==> config.mk <==
export PLATFORM = sky130hd
export DESIGN_NAME = fetch_stage
export DESIGN_NICKNAME = d
export VERILOG_FILES = /design/src/rtl/fetch_stage.sv
export SDC_FILE = /design/constraint.sdc
export NUM_CORES = 1
export LEC_CHECK = 0
export BUFFER_PORTS_ARGS = -buffer_cell sky130_fd_sc_hd__buf_4
export CELL_PAD_IN_SITES_DETAIL_PLACEMENT = 0
export CELL_PAD_IN_SITES_GLOBAL_PLACEMENT = 1
export CORE_MARGIN = 2
export CORE_UTILIZATION = 30
export CTS_CLUSTER_DIAMETER = 50
export DETAILED_ROUTE_END_ITERATION = 10
export PLACE_DENSITY = 0.71
export RECOVER_POWER = 50
export SLEW_MARGIN = 25
export SYNTH_ARGS = -nofsm -noshare
export SYNTH_HDL_FRONTEND = slang
export SYNTH_SLANG_ARGS = --single-unit
==> constraint.sdc <==
create_clock -name clk -period 2.45 [get_ports clk]
set_input_delay 0.49 -clock clk [delete_from_list [all_inputs] [get_ports clk]]
set_output_delay 0.49 -clock clk [all_outputs]
set_load 0.01 [all_outputs]
==> src/rtl/fetch_stage.sv <==
// ---------------------------------------------------------------------------
// fetch_stage
//
// Instruction-fetch stage of the 8-bit pipelined core. It sits directly
// upstream of decode. It owns the program counter and drives the
// instruction-memory address. It also holds the IF/ID pipeline register.
//
// Vector loads:
//   - After reset, the boot PC is loaded from M[RST_VEC_ADDR].
//   - On interrupt entry, the ISR PC is loaded from M[INT_VEC_ADDR].
//
// Ports:
//   clk            - core clock, rising edge
//   rst            - asynchronous, active-low reset
//   PC_Write_En    - 1 = PC may advance
//   IF_ID_Write_En - 1 = IF/ID instruction loads
//                    0 = hold the instruction and capture the immediate byte
//   Inject_Bubble  - load NOP into IF/ID (only when IF_ID_Write_En=1)
//   Inject_Int     - begin interrupt entry
//   branch_taken   - execute-stage redirect
//   branch_target  - redirect address
//   imem_data      - instruction memory read data (combinational read)
//   imem_addr      - instruction memory address
//   if_id_instr    - instruction presented to decode
//   if_id_imm      - immediate byte for two-byte instructions
//   if_id_pc_plus1 - address following the instruction held in IF/ID
//   if_id_valid    - 1 = if_id_instr is a real fetched instruction
//   int_ret_pc     - return address saved at interrupt entry
//   boot_done      - 1 once the boot vector has been loaded
// ---------------------------------------------------------------------------
module fetch_stage #(
  parameter int                 PC_W         = 8,
  parameter int                 INSTR_W      = 8,
  parameter logic [INSTR_W-1:0] NOP_INSTR    = 8'h00,
  parameter logic [PC_W-1:0]    RST_VEC_ADDR = 8'h00,
  parameter logic [PC_W-1:0]    INT_VEC_ADDR = 8'h01
) (
  input  logic               clk,
  input  logic               rst,
  input  logic               PC_Write_En,
  input  logic               IF_ID_Write_En,
  input  logic               Inject_Bubble,
  input  logic               Inject_Int,
  input  logic               branch_taken,
  input  logic [PC_W-1:0]    branch_target,
  input  logic [INSTR_W-1:0] imem_data,
  output logic [PC_W-1:0]    imem_addr,
  output logic [INSTR_W-1:0] if_id_instr,
  output logic [INSTR_W-1:0] if_id_imm,
  output logic [PC_W-1:0]    if_id_pc_plus1,
  output logic               if_id_valid,
  output logic [PC_W-1:0]    int_ret_pc,
  output logic               boot_done
);

  typedef enum logic [1:0] {
    S_BOOT = 2'd0,
    S_RUN  = 2'd1,
    S_VEC  = 2'd2
  } state_t;

  state_t             state_q, state_d;
  logic [PC_W-1:0]    pc_q, pc_d;
  logic [INSTR_W-1:0] if_id_instr_q, if_id_instr_d;
  logic [INSTR_W-1:0] if_id_imm_q, if_id_imm_d;
  logic [PC_W-1:0]    if_id_pc_plus1_q, if_id_pc_plus1_d;
  logic               if_id_valid_q, if_id_valid_d;
  logic [PC_W-1:0]    int_ret_pc_q, int_ret_pc_d;
  logic               boot_done_q, boot_done_d;

  // The sum naturally wraps modulo 2^PC_W, so 8'hFF is followed by 8'h00.
  logic [PC_W-1:0]    pc_plus1;

  assign pc_plus1 = pc_q + PC_W'(1);

  // Next-state, address mux and IF/ID update.
  // Vector loads reuse the single memory port: the address is switched to
  // the vector slot, and the read data goes straight into the PC.
  always_comb begin
    state_d          = state_q;
    pc_d             = pc_q;
    if_id_instr_d    = if_id_instr_q;
    if_id_imm_d      = if_id_imm_q;
    if_id_pc_plus1_d = if_id_pc_plus1_q;
    if_id_valid_d    = if_id_valid_q;
    int_ret_pc_d     = int_ret_pc_q;
    boot_done_d      = boot_done_q;
    imem_addr        = pc_q;

    case (state_q)
      S_BOOT: begin
        imem_addr     = RST_VEC_ADDR;
        pc_d          = PC_W'(imem_data);
        boot_done_d   = 1'b1;
        if_id_instr_d = NOP_INSTR;
        if_id_valid_d = 1'b0;
        state_d       = S_RUN;
      end

      S_RUN: begin
        imem_addr = pc_q;
        if (branch_taken) begin
          // A redirect wins over everything. A coincident interrupt request
          // is dropped here; control keeps it asserted until it is taken.
          pc_d          = branch_target;
          if_id_instr_d = NOP_INSTR;
          if_id_valid_d = 1'b0;
        end else if (Inject_Int) begin
          // The fetch at pc_q is abandoned. pc_q is therefore the address
          // to return to after the ISR.
          int_ret_pc_d  = pc_q;
          if_id_instr_d = NOP_INSTR;
          if_id_valid_d = 1'b0;
          state_d       = S_VEC;
        end else begin
          if (PC_Write_En) begin
            pc_d = pc_plus1;
          end
          if (IF_ID_Write_En) begin
            if_id_pc_plus1_d = pc_plus1;
            if (Inject_Bubble) begin
              if_id_instr_d = NOP_INSTR;
              if_id_valid_d = 1'b0;
            end else begin
              if_id_instr_d = imem_data;
              if_id_valid_d = 1'b1;
            end
          end else begin
            // The instruction is frozen in IF/ID. The byte now on the bus is
            // the immediate operand that follows it.
            if_id_imm_d = imem_data;
          end
        end
      end

      S_VEC: begin
        imem_addr     = INT_VEC_ADDR;
        pc_d          = PC_W'(imem_data);
        if_id_instr_d = NOP_INSTR;
        if_id_valid_d = 1'b0;
        state_d       = S_RUN;
      end

      default: begin
        state_d = S_BOOT;
      end
    endcase
  end

  // State and pipeline registers.
  // All registers clear as soon as rst falls, whatever state the stage is in.
  always_ff @(posedge clk or negedge rst) begin
    if (!rst) begin
      state_q          <= S_BOOT;
      pc_q             <= '0;
      if_id_instr_q    <= NOP_INSTR;
      if_id_imm_q      <= '0;
      if_id_pc_plus1_q <= '0;
      if_id_valid_q    <= 1'b0;
      int_ret_pc_q     <= '0;
      boot_done_q      <= 1'b0;
    end else begin
      state_q          <= state_d;
      pc_q             <= pc_d;
      if_id_instr_q    <= if_id_instr_d;
      if_id_imm_q      <= if_id_imm_d;
      if_id_pc_plus1_q <= if_id_pc_plus1_d;
      if_id_valid_q    <= if_id_valid_d;
      int_ret_pc_q     <= int_ret_pc_d;
      boot_done_q      <= boot_done_d;
    end
  end

  assign if_id_instr    = if_id_instr_q;
  assign if_id_imm      = if_id_imm_q;
  assign if_id_pc_plus1 = if_id_pc_plus1_q;
  assign if_id_valid    = if_id_valid_q;
  assign int_ret_pc     = int_ret_pc_q;
  assign boot_done      = boot_done_q;

endmodule

; ---- After elaboration in Yosys (flattened, before gate mapping)
; Index checks and enable logic that the tools add are counted.
[totals]
register_bits = 44
in_bits = 23
output_inout_bits = 42
elab_cells = 46
[classes]
add_sub_neg = 1
n_eq_ne = 7
muxes = 18
bitwise_logic = 3
reduce_logical = 9
[op_table]
columns = operator, n
row1 = $mux W8, 7
row2 = $pmux W8 S2, 3
row3 = $add A8 B1 Y8 const B, 1
row4 = $reduce_and A4 Y1, 2
row5 = $ne A3 B3 Y1 const B, 2
row6 = $reduce_and A3 Y1, 2
row7 = $mux W1, 4
row8 = $mux W2, 2
row9 = $ne A2 B2 Y1 const B, 2
row10 = $ne A4 B4 Y1 const B, 1
row11 = $pmux W2 S2, 1
row12 = $reduce_and A2 Y1, 2
row13 = $not A1 Y1, 3
row14 = $eq A2 B1 Y1 const B, 1
row15 = $eq A2 B2 Y1 const B, 1
row16 = $logic_not A2 Y1, 1
row17 = $pmux W1 S2, 1
row18 = $reduce_bool A2 Y1, 1
row19 = $reduce_or A2 Y1, 1

; ---- Logic depth before layout (Yosys ltp)
; Gate-level depths: netlist of run 1.
[depth]
ltp_word = 5
ltp_mapped = 6
depth_no_buf = 5

; ---- Worst setup path after synthesis of run 1
; Ideal clock, no wire load.
[synth_path]
kind = input -> register
from = input port branch_taken
to = register if_id_imm_q[0] (netlist: if_id_imm[0])
setup_time_ps = 125
arrival_ps = 1511
t_required_ps = 2325
setup_slack_ps = 814
path_stages = 4
n_path_buf = 1
cell_sequence = buf_6 nor2_2 nor4b_4 mux2_2
[synth_between]
elab_chain_len = 2
[synth_rtl]
columns = item, line
row1 = "start, declared", 44  ; input logic branch_taken,
row2 = $not A1 Y1 (no source line), --
row3 = $reduce_and A4 Y1 (no source line), --
row4 = "end signal, assigned", 166  ; if_id_imm_q <= if_id_imm_d;
row5 = "end, declared", 65  ; logic [INSTR_W-1:0] if_id_imm_q, if_id_imm_d;
; No other way between the ends.
; A chain may end at the register's enable or synchronous reset.

; ---- Final worst setup path of run 1
[layout_path]
from = register state_q[0]
to = output port imem_addr[0]
[layout_between]
elab_chain_len = 2
elab_cells_between_ends = 3
cone_classes = 1 x eq/ne / 1 x mux / 1 x reduce/logical
[layout_rtl]
columns = item, line
row1 = "start, declared", 62  ; state_t state_q, state_d;
row2 = "start signal, assigned", 163  ; state_q <= state_d;
row3 = $eq A2 B2 Y1 / $logic_not A2 Y1 (equally long branches), 90  ; case (state_q)
row4 = $pmux W8 S2 (*), 90
row5 = "end, declared", 47  ; output logic [PC_W-1:0] imem_addr,
; Mark *: on every way between the ends. The rest lies on a longest branch, timed or not.

==> metrics.txt, run 1 <==
# TYPE chip_impl_metric gauge
chip_impl_info{name="run_status",value="completed"} 1
chip_impl_metric{name="number_of_global_route_vias_before_repair",unit=""} 1599
chip_impl_metric{name="top_cell_type_s_share_of_synthesized_area",unit=""} 0.541
chip_impl_metric{name="placed_cell_area",unit="µm²"} 2580
chip_impl_metric{name="synth_edf_count",unit=""} 0
chip_impl_metric{name="period_needed",unit="ps"} 1890
chip_impl_info{name="critical_path_class",value="flip-flop to output port"} 1
chip_impl_info{name="unrepaired_setup_endpoints_after_global_routing",value="false"} 1
chip_impl_metric{name="final.hold.worst_slack",unit="ps"} 401
chip_impl_metric{name="clock_network_power_share",unit=""} 0.213
chip_impl_metric{name="gp_congestion",unit=""} 0.776
chip_impl_metric{name="worst_voltage_drop_across_the_vdd_grid",unit="mV"} 0.238
chip_impl_metric{name="postLayoutCellArea",unit="µm²"} 2610
chip_impl_metric{name="final_report_max_slew_violation_count",unit=""} 0
chip_impl_info{name="clk_root_buffer_cell",value="clkbuf_8"} 1
chip_impl_info{name="worst_setup_path_startpoint",value="state_q[0]"} 1
chip_impl_metric{name="clk_pin_slew",unit="ps"} 80
chip_impl_metric{name="syn-num-nets",unit=""} 203
chip_impl_metric{name="number_of_cells_on_the_worst_reg_to_reg_path",unit=""} 3
chip_impl_info{name="worst_path_dominant_cell_family",value="buffers and inverters"} 1
chip_impl_metric{name="area_delta_synth_final",unit="%"} 28.0
chip_impl_metric{name="grt_max_degree",unit=""} 45
chip_impl_metric{name="avgViaCountPerCell",unit=""} 4.86
chip_impl_metric{name="synth-warning-count",unit=""} 0
chip_impl_metric{name="syn_inst",unit=""} 179
chip_impl_info{name="path_cells",value="buf_4, mux2_2, buf_4"} 1
chip_impl_metric{name="antenna_found_initial",unit=""} 0
chip_impl_metric{name="drtPass1Iterations",unit=""} 4
chip_impl_metric{name="crit_buf_inv",unit=""} 2
chip_impl_metric{name="floorplan.io_pins",unit=""} 65
chip_impl_info{name="synth_flop_cell",value="dfrtp_1"} 1
chip_impl_metric{name="tns",unit="ps"} 0
chip_impl_metric{name="rrSetupSlack",unit="ps"} 670
chip_impl_metric{name="layout.nets",unit=""} 267
chip_impl_metric{name="leakage",unit="nW"} 1.17
chip_impl_metric{name="ffs_w_async_s_r_synth",unit=""} 1.00
chip_impl_info{name="min_path_type",value="primary input to asynchronous set/reset pin"} 1
chip_impl_metric{name="drtIter0Drc",unit=""} 90
chip_impl_metric{name="die_outline_width",unit="µm"} 86.4
chip_impl_info{name="worst_path_max_delay_cell",value="dfrtp_1"} 1
chip_impl_metric{name="diodes",unit=""} 0
chip_impl_metric{name="max-slew-margin-rel",unit=""} 0.250
chip_impl_metric{name="dieArea",unit="µm²"} 7460
chip_impl_metric{name="cts_buffers",unit=""} 5
chip_impl_metric{name="internal_pwr_total",unit="mW"} 1.50
chip_impl_metric{name="via_count",unit=""} 1576
chip_impl_metric{name="hold_violations",unit=""} 0
chip_impl_metric{name="grt_first_pass_wirelength",unit="µm"} 8600
chip_impl_metric{name="final.setup.worst_slack",unit="ps"} 563
chip_impl_metric{name="fin_util",unit=""} 0.390
chip_impl_metric{name="cts-hold-fix-buffers",unit=""} 0
chip_impl_metric{name="htreeDepth",unit=""} 2
chip_impl_metric{name="min_period_over_period",unit=""} 0.770
chip_impl_metric{name="crit_path_max_fanout",unit=""} 19
chip_impl_metric{name="p_seq_frac",unit=""} 0.472
chip_impl_info{name="critical_path.startpoint_type",value="flip-flop"} 1
chip_impl_metric{name="combinationalPowerShare",unit=""} 0.316
chip_impl_info{name="reg2reg_from",value="state_q[1]"} 1
chip_impl_metric{name="numPlacedInstances",unit=""} 316
chip_impl_metric{name="drt_wl_total",unit="µm"} 5240
chip_impl_info{name="synth_top_cells_by_area",value="dfrtp_1 (54%), mux2_2 (11%), a22o_1 (4.3%)"} 1
chip_impl_metric{name="synth_area_per_cell",unit="µm²"} 11.4
chip_impl_metric{name="power.switching_fraction",unit=""} 0.326
chip_impl_metric{name="yosysUniqueCellTypes",unit=""} 37
chip_impl_metric{name="clk_path_buf_depth",unit=""} 2
chip_impl_info{name="tritoncts",value="built"} 1
chip_impl_metric{name="fraction_of_final_layout_cells_sized_beyond_drive_strength_1",unit=""} 0.332
chip_impl_metric{name="max_freq",unit="MHz"} 530
chip_impl_metric{name="cts_resized",unit=""} 0
chip_impl_metric{name="detail_route.wl_per_cell",unit="µm"} 16.2
chip_impl_metric{name="coreArea",unit="µm²"} 6680
chip_impl_metric{name="switchingPower",unit="mW"} 0.724
chip_impl_metric{name="tightestPinTransition",unit="ps"} 1130
chip_impl_metric{name="power.density",unit="nW/µm²"} 854
chip_impl_metric{name="postSynthRegisterBits",unit=""} 44
chip_impl_metric{name="critical_path.max_stage_delay",unit="ps"} 360
chip_impl_metric{name="remaining_number_of_nets_flagged_by_the_antenna_check_after_routing",unit=""} 0
chip_impl_metric{name="clk_latency",unit="ps"} 290
chip_impl_metric{name="placement.io_buffers",unit=""} 64
chip_impl_metric{name="finClkSkew",unit="ps"} 4.53
chip_impl_metric{name="grt_overflow",unit=""} 0
chip_impl_info{name="post-synth-top-area-cell",value="dfrtp_1"} 1
chip_impl_metric{name="drv_cap",unit=""} 0
chip_impl_metric{name="rows",unit=""} 30
chip_impl_info{name="dominant_cell_by_count_in_the_synthesized_netlist",value="dfrtp_1"} 1
chip_impl_metric{name="final_setup_violations",unit=""} 0
chip_impl_info{name="post_synth_most_frequent_cells",value="dfrtp_1 (44), mux2_2 (19), nand2_1 (13)"} 1
chip_impl_metric{name="design_power_total",unit="mW"} 2.23
chip_impl_metric{name="clock_sinks",unit=""} 44
chip_impl_metric{name="grt_use_total",unit=""} 0.150
chip_impl_metric{name="cp.required",unit="ps"} 1960
chip_impl_info{name="endpoint_kind",value="output port"} 1
chip_impl_metric{name="synth.yosys.seq_area_share",unit=""} 0.541
chip_impl_info{name="rr_endpoint",value="if_id_pc_plus1[4]"} 1
chip_impl_metric{name="initial_core_utilization",unit=""} 0.305
chip_impl_metric{name="chipHeight",unit="µm"} 86.4
chip_impl_metric{name="place_ws",unit="ps"} 522
chip_impl_metric{name="netlist_area",unit="µm²"} 2040
chip_impl_info{name="worst_path_most_repeated_cell",value="buf_4"} 1
chip_impl_metric{name="post_layout_nonfiller_instances",unit=""} 324
chip_impl_metric{name="cts_setup_buffers",unit=""} 0
chip_impl_metric{name="n_fill_cell",unit=""} 713
chip_impl_metric{name="arrival",unit="ps"} 1400
chip_impl_metric{name="route.detailed.drc",unit=""} 0
chip_impl_metric{name="place_hpwl",unit="µm"} 3740
[placed cells by master (no fill, tap or decap), types with 2 or more instances in the layout]
cell	instances
a22o_1	10
o311ai_0	2
xnor2_1	3
a21oi_1	9
a21o_1	2
nand2_1	13
nor4b_4	2
dfrtp_1	44
nor3_1	7
nand3_1	4
inv_1	4
o21ai_0	10
nor2_1	10
o21a_1	3
nor2b_1	2
nand2b_1	4
clkbuf_8	6
mux2_2	19
and2_1	6
buf_4	49
clkbuf_1	19
[worst max path at each step]
stage / to / slack [ps] / depth (start not counted)
floorplan: if_id_imm[0] / 810 / 4
global placement: if_id_instr[7] / 540 / 5
detailed placement: if_id_instr[1] / 520 / 5
CTS: imem_addr[0] / 550 / 3
global route: imem_addr[0] / 480 / 3
finish: imem_addr[0] / 560 / 3
[routing by layer]
layer  up-vias  wire length [µm]  GRT usage  part of all wire
li1        764                 -          -                 -
met1       759              2460      0.223              0.47
met2        47              2410      0.217              0.46
met3         6               324     0.0419             0.062
met4         0                50     0.0341            0.0095
met5         -                 0          0                 0
[power by group through the flow]
stage	logic [mW]	registers, mW	clock network, mW
6_report	0.702	1.05	0.473
5_1_grt	0.781	1.08	0.526
4_1_cts	0.772	1.05	0.486
3_5_place_dp	0.770	1.07	0
3_3_place_gp	0.761	1.07	0
2_1_floorplan	0.331	1.09	0
[area by class of cell]
class | count | area (µm²) | share of cell area
clock buffers | 8 | 90.1 | 0.0346
inverters | 5 | 18.8 | 0.00720
flip-flops and latches | 44 | 1100 | 0.423
well taps | 80 | 100 | 0.0384
multi-input cells | 120 | 858 | 0.329
repair buffers | 67 | 437 | 0.168
[cells by family (layout without fill, tap and decap cells)]
| group | count (synthesis) | after routing | synth area share |
|---|---|---|---|
| compound gates | 44 | 44 | 0.148 |
| xor+xnor | 4 | 4 | 0.0172 |
| fa+ha+maj | 1 | 1 | 0.00615 |
| buf+inv | 15 | 80 | 0.0375 |
| flops | 44 | 44 | 0.541 |
| mux | 20 | 20 | 0.110 |
| simple gates | 51 | 51 | 0.141 |
[registers in the layout, indices dropped and copies added (netlist names)]
register        flops
int_ret_pc          8
if_id_valid         1
if_id_pc_plus1      8
pc_q                8
if_id_imm           8
boot_done           1
if_id_instr         8
state_q             2
[worst register-to-register path, stage by stage (launching register included)]
cell	delay, ps
dfrtp_1	580
nand4b_1	170
clkbuf_1	500
mux2_2	410
No activity file was read; power rests on OpenSTA's default activity.
==> inputs of run 2 (changes only) <==
--- a/config.mk
+++ b/config.mk
@@ -12,7 +12,7 @@
 export CORE_UTILIZATION = 30
 export CTS_CLUSTER_DIAMETER = 50
 export DETAILED_ROUTE_END_ITERATION = 10
-export PLACE_DENSITY = 0.71
+export PLACE_DENSITY = 0.73
 export RECOVER_POWER = 50
 export SLEW_MARGIN = 25
 export SYNTH_ARGS = -nofsm -noshare
==> constraint.sdc (replaced) <==
create_clock -name clk -period 1.54 [get_ports clk]
set_input_delay 0.308 -clock clk [delete_from_list [all_inputs] [get_ports clk]]
set_output_delay 0.308 -clock clk [all_outputs]
set_load 0.01 [all_outputs]
==> metrics.txt, run 2 (synthesis results as in run 1) <==
# TYPE chip_impl_metric gauge
chip_impl_info{name="run_status",value="finished with violations"} 1
chip_impl_info{name="violations",value="setup timing"} 1
chip_impl_metric{name="rrSetupSlack",unit="ps"} 50
chip_impl_metric{name="clk_latency",unit="ps"} 300
chip_impl_info{name="mostFrequentLayoutCells",value="buf_4 (80), dfrtp_1 (42), mux2_2 (18)"} 1
chip_impl_metric{name="final_report_max_slew_violation_count",unit=""} 0
chip_impl_metric{name="grt_first_pass_wirelength",unit="µm"} 8690
chip_impl_metric{name="avgViaCountPerCell",unit=""} 4.86
chip_impl_metric{name="grt_overflow",unit=""} 0
chip_impl_metric{name="grt_max_degree",unit=""} 45
chip_impl_metric{name="cp.required",unit="ps"} 1230
chip_impl_metric{name="crit_path_max_fanout",unit=""} 6
chip_impl_metric{name="clk_pin_slew",unit="ps"} 90
chip_impl_info{name="worst_setup_path_endpoint",value="imem_addr[0]"} 1
chip_impl_metric{name="gp_congestion",unit=""} 0.815
chip_impl_info{name="tritoncts",value="built"} 1
chip_impl_metric{name="layout.nets",unit=""} 291
chip_impl_metric{name="period_needed",unit="ps"} 1630
chip_impl_metric{name="fraction_of_final_layout_cells_sized_beyond_drive_strength_1",unit=""} 0.489
chip_impl_metric{name="drv_cap",unit=""} 0
chip_impl_metric{name="area_delta_synth_final",unit="%"} 44.4
chip_impl_metric{name="finClkSkew",unit="ps"} 10.9
chip_impl_metric{name="detail_route.wl_per_cell",unit="µm"} 15.5
chip_impl_metric{name="remaining_number_of_nets_flagged_by_the_antenna_check_after_routing",unit=""} 0
chip_impl_info{name="unrepaired_setup_endpoints_after_global_routing",value="true"} 1
chip_impl_info{name="critical_path.startpoint_type",value="flip-flop"} 1
chip_impl_metric{name="max_freq",unit="MHz"} 613
chip_impl_metric{name="coreArea",unit="µm²"} 6680
chip_impl_metric{name="drt_wl_total",unit="µm"} 5410
chip_impl_metric{name="number_of_cells_on_the_worst_reg_to_reg_path",unit=""} 4
chip_impl_info{name="mostFrequentLayoutCell",value="buf_4"} 1
chip_impl_info{name="critical_path_class",value="flip-flop to output port"} 1
chip_impl_metric{name="postLayoutCellArea",unit="µm²"} 2940
chip_impl_metric{name="design_power_total",unit="mW"} 3.94
chip_impl_metric{name="floorplan.io_pins",unit=""} 65
chip_impl_metric{name="drtIter0Drc",unit=""} 72
chip_impl_info{name="min_path_type",value="primary input to asynchronous set/reset pin"} 1
chip_impl_metric{name="power.density",unit="nW/µm²"} 1340
chip_impl_metric{name="min_period_over_period",unit=""} 1.06
chip_impl_metric{name="grt_use_total",unit=""} 0.154
chip_impl_info{name="endpoint_kind",value="output port"} 1
chip_impl_metric{name="tightestPinTransition",unit="ps"} 1140
chip_impl_metric{name="clock_sinks",unit=""} 44
chip_impl_metric{name="placed_cell_area",unit="µm²"} 2710
chip_impl_info{name="clk_root_buffer_cell",value="clkbuf_8"} 1
chip_impl_metric{name="placement.io_buffers",unit=""} 64
chip_impl_metric{name="number_of_global_route_vias_before_repair",unit=""} 1692
chip_impl_metric{name="final_setup_violations",unit=""} 7
chip_impl_metric{name="hold_violations",unit=""} 0
chip_impl_metric{name="initial_core_utilization",unit=""} 0.305
chip_impl_metric{name="max-slew-margin-rel",unit=""} 0.241
chip_impl_metric{name="drtPass1Iterations",unit=""} 4
chip_impl_info{name="worst_setup_path_startpoint",value="state_q[0]"} 1
chip_impl_info{name="rr_endpoint",value="int_ret_pc[3]"} 1
chip_impl_metric{name="via_count",unit=""} 1693
chip_impl_metric{name="route.detailed.drc",unit=""} 0
chip_impl_metric{name="dieArea",unit="µm²"} 7460
chip_impl_metric{name="antenna_found_initial",unit=""} 0
chip_impl_metric{name="leakage",unit="nW"} 1.39
chip_impl_metric{name="place_ws",unit="ps"} 30.8
chip_impl_metric{name="clk_path_buf_depth",unit=""} 2
chip_impl_metric{name="worst_voltage_drop_across_the_vdd_grid",unit="mV"} 0.546
chip_impl_metric{name="final.setup.worst_slack",unit="ps"} -92.2
chip_impl_metric{name="fin_util",unit=""} 0.440
chip_impl_metric{name="die_outline_width",unit="µm"} 86.4
chip_impl_info{name="reg2reg_from",value="state_q[1]"} 1
chip_impl_metric{name="diodes",unit=""} 0
chip_impl_metric{name="htreeDepth",unit=""} 2
chip_impl_metric{name="place_hpwl",unit="µm"} 3920
chip_impl_metric{name="cts_buffers",unit=""} 5
chip_impl_metric{name="chipHeight",unit="µm"} 86.4
chip_impl_metric{name="arrival",unit="ps"} 1320
chip_impl_metric{name="rows",unit=""} 30
-- run 2: cell count changes in the layout (fill, tap and decap cells not counted), sizes merged --
cell	change
buf	+41
clkbuf	-19
bufinv	+1
clkinv	+1
-- run 2: critical path, cell delays in order (launching register included) --
cell and delay (ps):
dfrtp_2 450, buf_6 140, mux2_4 310, buf_6 120
-- run 2: repair_timing --
item,CTS,global route
pin swaps,2,1
resized for setup,9,10
setup buffers,6,3
hold buffers,0,0
setup endpoints to repair,7,21
hold endpoints to repair,0,0
-- run 2: routing by layer --
layer,wire [µm],up-vias,part of all wire,GRT usage
met5,0,-,0,0
met4,115,0,0.021,0.0568
met3,288,9,0.053,0.0410
met2,2590,48,0.48,0.241
met1,2410,829,0.45,0.205
li1,-,807,-,-
-- run 2: power breakdown --
part / internal, mW / leakage [nW] / switching, mW
logic: 0.820 / 0.803 / 0.600
clock network: 0.482 / 0.0552 / 0.402
registers: 1.44 / 0.532 / 0.192
-- run 2: stage by stage --
stage	hold slack, ps	cells	setup TNS [ps]
2_1_floorplan	12.4	179	0
3_5_place_dp	349	331	0
6_report	219	348	-325
3_3_place_gp	344	331	0
4_1_cts	18.8	345	-490
5_1_grt	241	348	-598
-- run 2: layout make-up --
| type | instances | area (µm²) |
|---|---|---|
| timing repair buffer | 91 | 727 |
| tap | 80 | 100 |
| clock inverter | 2 | 35.0 |
| sequential | 44 | 1100 |
| clock buffer | 6 | 72.6 |
| multi-input combinational | 120 | 882 |
| fill | 660 | 3740 |
| inverter | 5 | 18.8 |
-- run 2: worst min path at each step --
stage / start / end / slack (ps) / cells past startpoint
2_1_floorplan: rst / boot_done / 10 / 0
3_3_place_gp: rst / if_id_imm[7] / 340 / 1
3_5_place_dp: rst / if_id_imm[7] / 350 / 1
4_1_cts: rst / boot_done / 20 / 1
5_1_grt: imem_data[0] / if_id_instr[0] / 240 / 2
6_report: rst / if_id_imm[7] / 220 / 1
